### config.mk
export PLATFORM = sky130hd
export DESIGN_NAME = dmem_dump_ctrl
export DESIGN_NICKNAME = d
export VERILOG_FILES = /design/src/rtl/dmem_dump_ctrl.sv
export SDC_FILE = /design/constraint.sdc
export NUM_CORES = 1
export LEC_CHECK = 0
export CORE_MARGIN = 3
export CORE_UTILIZATION = 35
export CTS_BUF_LIST = sky130_fd_sc_hd__clkbuf_4
export CTS_CLUSTER_DIAMETER = 200
export DETAILED_ROUTE_END_ITERATION = 16
export PLACE_DENSITY = 0.82
export SETUP_SLACK_MARGIN = 0.1
export SLEW_MARGIN = 20
export SYNTH_ARGS = -nofsm -noshare
export SYNTH_HDL_FRONTEND = slang
export SYNTH_SLANG_ARGS = --single-unit
### constraint.sdc
create_clock -name clk -period 2.13 [get_ports clk]
set_input_delay 0.426 -clock clk [delete_from_list [all_inputs] [get_ports clk]]
set_output_delay 0.426 -clock clk [all_outputs]
set_load 0.02 [all_outputs]
### src/rtl/dmem_dump_ctrl.sv
// Halt-triggered data-memory dump controller: passes MEM-stage accesses through,
// then on the halt word drains the pipeline and streams every memory word out.
module dmem_dump_ctrl #(
  parameter int          ADDR_W       = 10,
  parameter int          DATA_W       = 32,
  parameter int          DEPTH        = 1024,
  parameter int          DRAIN_CYCLES = 4,
  parameter logic [31:0] HALT_WORD    = 32'hFFFF_FFFF
) (
  input  logic              clk,
  input  logic              rst,
  input  logic [31:0]       instruction,
  input  logic              cpu_mem_en,
  input  logic              cpu_mem_we,
  input  logic [ADDR_W-1:0] cpu_addr,
  input  logic [DATA_W-1:0] cpu_wdata,
  output logic [DATA_W-1:0] cpu_rdata,
  output logic              mem_en,
  output logic              mem_we,
  output logic [ADDR_W-1:0] mem_addr,
  output logic [DATA_W-1:0] mem_wdata,
  input  logic [DATA_W-1:0] mem_rdata,
  output logic              fetch_hold,
  output logic              dump_valid,
  input  logic              dump_ready,
  output logic [DATA_W-1:0] dump_data,
  output logic [ADDR_W-1:0] dump_addr,
  output logic              dump_last,
  output logic              done,
  output logic              cpu_conflict
);

  localparam int CNT_W = (DRAIN_CYCLES > 1) ? $clog2(DRAIN_CYCLES) : 1;
  localparam logic [CNT_W-1:0]  DRAIN_LOAD = CNT_W'(DRAIN_CYCLES - 1);
  localparam logic [ADDR_W-1:0] LAST_ADDR  = ADDR_W'(DEPTH - 1);

  typedef enum logic [2:0] {
    RUN   = 3'd0,
    DRAIN = 3'd1,
    READ  = 3'd2,
    WAIT  = 3'd3,
    SHOW  = 3'd4,
    DONE  = 3'd5
  } state_t;

  state_t            state_r, state_s;
  logic [ADDR_W-1:0] ptr_r, ptr_s;
  logic [CNT_W-1:0]  drain_cnt_r, drain_cnt_s;
  logic              owns_port_s;

  assign cpu_rdata = mem_rdata;

  // Next-state, pointer/counter update and memory-port mux
  always_comb begin
    state_s     = state_r;
    ptr_s       = ptr_r;
    drain_cnt_s = drain_cnt_r;
    owns_port_s = 1'b1;
    mem_en      = 1'b0;
    mem_we      = 1'b0;
    mem_addr    = ptr_r;
    mem_wdata   = {DATA_W{1'b0}};
    dump_valid  = 1'b0;
    done        = 1'b0;
    case (state_r)
      RUN: begin
        owns_port_s = 1'b0;
        if (instruction == HALT_WORD) begin
          state_s     = DRAIN;
          drain_cnt_s = DRAIN_LOAD;
        end else begin
          state_s = RUN;
        end
      end
      DRAIN: begin
        owns_port_s = 1'b0;
        if (drain_cnt_r == {CNT_W{1'b0}}) begin
          state_s = READ;
          ptr_s   = {ADDR_W{1'b0}};
        end else begin
          drain_cnt_s = drain_cnt_r - CNT_W'(1);
        end
      end
      READ: begin
        mem_en  = 1'b1;
        state_s = WAIT;
      end
      WAIT: begin
        state_s = SHOW;
      end
      SHOW: begin
        dump_valid = 1'b1;
        if (dump_ready) begin
          if (dump_last) begin
            state_s = DONE;
          end else begin
            ptr_s   = ptr_r + ADDR_W'(1);
            state_s = READ;
          end
        end else begin
          state_s = SHOW;
        end
      end
      DONE: begin
        done = 1'b1;
      end
      default: begin
        state_s = RUN;
      end
    endcase
    // The CPU keeps the port until the drain window closes
    if (!owns_port_s) begin
      mem_en    = cpu_mem_en;
      mem_we    = cpu_mem_we;
      mem_addr  = cpu_addr;
      mem_wdata = cpu_wdata;
    end else begin
      mem_we = 1'b0;
    end
  end

  // State, pointer and drain counter registers
  always_ff @(posedge clk or negedge rst) begin
    if (!rst) begin
      state_r     <= RUN;
      ptr_r       <= {ADDR_W{1'b0}};
      drain_cnt_r <= {CNT_W{1'b0}};
    end else begin
      state_r     <= state_s;
      ptr_r       <= ptr_s;
      drain_cnt_r <= drain_cnt_s;
    end
  end

  // Registered status outputs and the captured dump word
  always_ff @(posedge clk or negedge rst) begin
    if (!rst) begin
      fetch_hold   <= 1'b0;
      cpu_conflict <= 1'b0;
      dump_data    <= {DATA_W{1'b0}};
      dump_addr    <= {ADDR_W{1'b0}};
      dump_last    <= 1'b0;
    end else begin
      if (state_s != RUN) begin
        fetch_hold <= 1'b1;
      end
      if (owns_port_s && cpu_mem_en) begin
        cpu_conflict <= 1'b1;
      end
      if (state_r == WAIT) begin
        dump_data <= mem_rdata;
        dump_addr <= ptr_r;
        dump_last <= (ptr_r == LAST_ADDR);
      end
    end
  end

endmodule

Word level (Yosys, flattened, before mapping)
Index checks and enable logic that the tools add are counted.
W data, S select, Z words.
Storage, ports and cells
  bits in registers: 60
  input bits: 111
  word-level logic and storage cells: 51
Operators by class
  muxes and demuxes: 20
  equal/unequal tests: 12
  add/subtract/negate cells: 2
  reduce and logical (&&, ||, !) cells: 9
Operator list (number)
  $mux W10: 4
  $eq A32 B32 Y1 const B: 1
  $mux W32: 1
  $pmux W10 S2: 1
  $pmux W3 S6: 1
  $add A10 B1 Y10 const B: 1
  $eq A10 B10 Y1 const B: 1
  $ne A2 B2 Y1 const B: 5
  $mux W3: 3
  $mux W1: 7
  $eq A3 B2 Y1 const B: 2
  $eq A3 B3 Y1 const B: 2
  $mux W2: 2
  $pmux W2 S2: 1
  $reduce_and A4 Y1: 1
  $reduce_bool A2 Y1: 2
  $eq A3 B1 Y1 const B: 1
  $logic_not A3 Y1: 1
  $reduce_and A3 Y1: 1
  $reduce_bool A3 Y1: 1
  $logic_not A2 Y1: 1
  $reduce_or A2 Y1: 1
  $sub A2 B1 Y2 const B: 1
  $logic_and A1 B1 Y1: 1

Longest topological paths before layout
  word-level depth: 4
  depth in mapped cells: 6
  gate-level depth less buffers: 6

Worst setup path before layout
Ideal clock, no wire load.
  path type: register to output
  from: reg state_r[2]
  to: out mem_addr[6]
  stages on the path, launching flop included: 5
  path slack: 0.257 ns
  arrival: 1.447 ns
  data required time: 1.704 ns
  path buffers: 2
  cells stage by stage: dfrtp_1 > buf_2 > nor2_2 > buf_2 > mux2_2
Between the ends
  cells in the longest elaborated chain, start to end: 3
Ends and longest elaborated chain
  start: declaration: RTL line 46  | state_t state_r, state_s;
  start signal: assignment: RTL line 129  | state_r <= state_s;
  $eq A3 B1 Y1 or $logic_not A3 Y1 (tied branches): RTL line 65  | case (state_r)
  $reduce_or A2 Y1 (no line) (*)
  $mux W10 (*): RTL line 112  | if (!owns_port_s) begin
  end: declaration: RTL line 20  | output logic [ADDR_W-1:0] mem_addr,
Every way passes the cells marked *; elsewhere a longest branch is shown, timed or not.

Worst setup path in the final report
  from: reg state_r[2]
  to: out mem_addr[5]
The elaborated chain is that of the path after synthesis.

==> reports/results.tsv <==
stage	metric	value	unit
die	rows	33	
synthesis	ys.warnings.count	0	
synthesis	syn_area	3150	sq um
die	core	8460	sq um
synthesis	synth_compound_area_share	5.16	%
die	start_util	37.3	%
critical_path	cp_max_fo	5	
drt	drc	0	
job	drv_cap	0	
sta	hold_violations	0	
synthesis	synthXorXnorAreaFrac	0.556	%
synthesis	yosys_most_used_dff	dfrtp_1	
clock_tree	cts_tree	yes	
global_route	track_usage	19.2	%
global_route	grt_pass1_vias	3068	
synthesis	synthCells	292	
sta	setup-tns-final	0	ns
synthesis	ys_types	35	
power	leakagePower	2.56	nW
sta	finClkSkew	0.0127	ns
placement	place_hpwl	7770	um
synthesis	synth_top_cell_by_area	dfrtp_1	
clock_tree	insertion_delay	0.39	ns
synthesis	yosys.area_share.adder	0.794	%
final_layout	utilization	68.1	%
sta	finalCriticalPeriod	2.09	ns
worst_hold_path	hold_path.class	flop to flop	
sta	whs	0.488	ns
final_layout	fill_cells	665	
die	dieArea	10200	sq um
global_route	grt_pass1_wl	15300	um
critical_path	crit_path_end_kind	output port	
final_layout	diodes	0	
clock_tree	clk_pin_slew	0.09	ns
die	num_io_pins	234	
final_layout	areaGrowthSynthToFinish	82.9	%
critical_path	crit_end	mem_addr[5]	
critical_path	r2r_start	state_r[2]	
critical_path	worstPathRequired	1.70	ns
clock_tree	clockBufferDepth	2	
drt	drt_iter0_drc	97	
synthesis	synth_top_family_by_area	simple AND/OR/NAND/NOR gates	
critical_path	start_kind	flop	
power	power-per-cell-area	457	nW/um^2
synthesis	ys_seq_elements	60	
synthesis	async_flop_share	100	%
sta	fin_crit_sh	98.2	%
critical_path	worstSetupStartpoint	state_r[2]	
sta	fmax	478	MHz
critical_path	cp.arrival	1.67	ns
critical_path	regToRegSetupSlack	0.44	ns
synthesis	synth.area.mux_share	17.5	%
critical_path	r2r-end	ptr_r[9]	
worst_hold_path	hold_start	dump_addr[8]	
drt	drt-vias-per-instance	4.85	
outcome	outcome	finished clean	
synthesis	synth_top_cell_area_share	47.6	%
sta	slew_violations	0	
global_route	antenna_found_initial	0	
global_route	grt_max_degree	38	
placement	gp_congestion	0.822	
synthesis	synthSimpleGateAreaFrac	18.1	%
placement	io_buffer_count	233	
drt	ant_nets	0	
clock_tree	cts-root-buf	clkbuf_4	
placement	placed_area	5410	sq um
clock_tree	cts_max_level	3	
drt	dr.pass1.iters	4	
die	die_w	101	um
final_layout	drive_gt1_share	24.6	%
sta	tightest_slew	0.636	ns
global_route	grt_overflow_total	0	
critical_path	crit_type	flop to output port	
power	peakVddDrop	0.269	mV
critical_path	worstRegToRegCells	5	
sta	maxSlewHeadroom	57.3	%
sta	rsz0062_at_grt	yes	
drt	vias	3012	
drt	drt-total-wl	10300	um
synthesis	syn_nets	405	
sta	setup_viol	0	
synthesis	seq_area_frac_synth	47.6	%
die	die_y	101	um
synthesis	netlist_top_cells_area	dfrtp_1, mux2_2, buf_4	
synthesis	synth-edff-count	0	
final_layout	final_nets	624	
clock_tree	cts_inserted_buffers	9	
drt	drt-wirelength-per-cell	16.5	um
clock_tree	cts.sinks	60	
synthesis	synth.avg_cell_area	10.8	sq um
final_layout	finalInstanceArea	5770	sq um
## synth_stat cells (all sizes together), types with 3 or more instances
cell and number:
or3b 3, nand2 17, inv 5, nand3 7, nor3 4, o31ai 3, buf 41, nor2 11
and2 35, clkbuf 4, mux2 48, nand4 8, dfrtp 60, a21oi 6, o21ai 16
## layout by cell type, fill, tap and decap left out, drive strengths merged, types with 5 or more instances in the layout
master	count
a21oi	6
clkbuf	12
nand2	17
nand4	8
inv	5
mux2	48
clkdlybuf4s50	185
and2	35
nor2	11
nand3	7
dfrtp	60
buf	63
o21ai	16
## final cells by class
| type | count | area, sq um | area share, % |
|---|---|---|---|
| timing repair buffer | 253 | 2580 | 44.8 |
| sequential | 60 | 1500 | 26.1 |
| multi-input combinational | 182 | 1400 | 24.3 |
| tap | 105 | 131 | 2.28 |
| clock buffer | 10 | 75.1 | 1.30 |
| clock inverter | 6 | 55.1 | 0.955 |
| inverter | 5 | 18.8 | 0.325 |
## worst max-delay path, cell delays in order, from the launching register on
cell	delay (ns)
dfrtp_1	0.43
nor2_4	0.17
buf_6	0.13
buf_12	0.11
mux2_4	0.30
buf_6	0.13
## through the flow
step                cells  total power, mW  setup slack, ns
floorplan             292             1.46            0.257
global placement      595             1.87           0.0398
detailed placement    595             1.88           0.0262
CTS                   618             2.63          -0.0191
global route          621             2.76          -0.0386
finish                621             2.63           0.0385
## logic make-up (layout without fill, tap and decap cells)
| logic type | Yosys count | in the layout |
|---|---|---|
| and+or+nand+nor | 100 | 100 |
| DFF | 60 | 60 |
| buffers and inverters | 50 | 274 |
| muxes | 49 | 49 |
| AOI/OAI and AO/OA | 29 | 29 |
| adders and majority gates | 2 | 2 |
| xor gates and xnor gates | 2 | 2 |
## timing repair
| item | CTS | global route |
|---|---|---|
| setup buffers | 3 | 1 |
| gates cloned | 3 | 2 |
| hold endpoints to repair | 7 | 0 |
| gates resized for setup | 219 | 66 |
| endpoints found under the setup margin | 46 | 46 |
| hold buffers | 1 | 0 |
| pin swaps | 1 | 4 |
## layer usage
layer | vias up | routed length, um | track usage [%]
li1 | 1415 | - | -
met1 | 1436 | 3740 | 22.0
met2 | 147 | 5450 | 34.7
met3 | 14 | 926 | 5.67
met4 | 0 | 151 | 4.81
met5 | - | 0 | 0
## sequential cells by signal (all words and copies together) (netlist names)
name          cells
state_r           3
dump_last         1
ptr_r            10
cpu_conflict      1
fetch_hold        1
dump_addr        10
drain_cnt_r       2
dump_data        32
## where the power goes
group | leakage, nW | switching (mW) | total (mW) | internal, mW
Combinational | 1.75 | 0.273 | 0.683 | 0.410
Clock | 0.0712 | 0.404 | 0.764 | 0.360
Sequential | 0.737 | 0.0165 | 1.19 | 1.17
## how the worst min path moves through the flow
| stage | end | slack [ns] | cells after the start |
|---|---|---|---|
| floorplan | cpu_conflict | 0.13 | 0 |
| global placement | dump_data[20] | 0.44 | 1 |
| detailed placement | dump_data[17] | 0.45 | 1 |
| CTS | dump_addr[8] | 0.49 | 2 |
| global route | dump_data[31] | 0.51 | 1 |
| finish | dump_addr[8] | 0.49 | 2 |
Note: power is estimated with default switching activity, not from simulation.
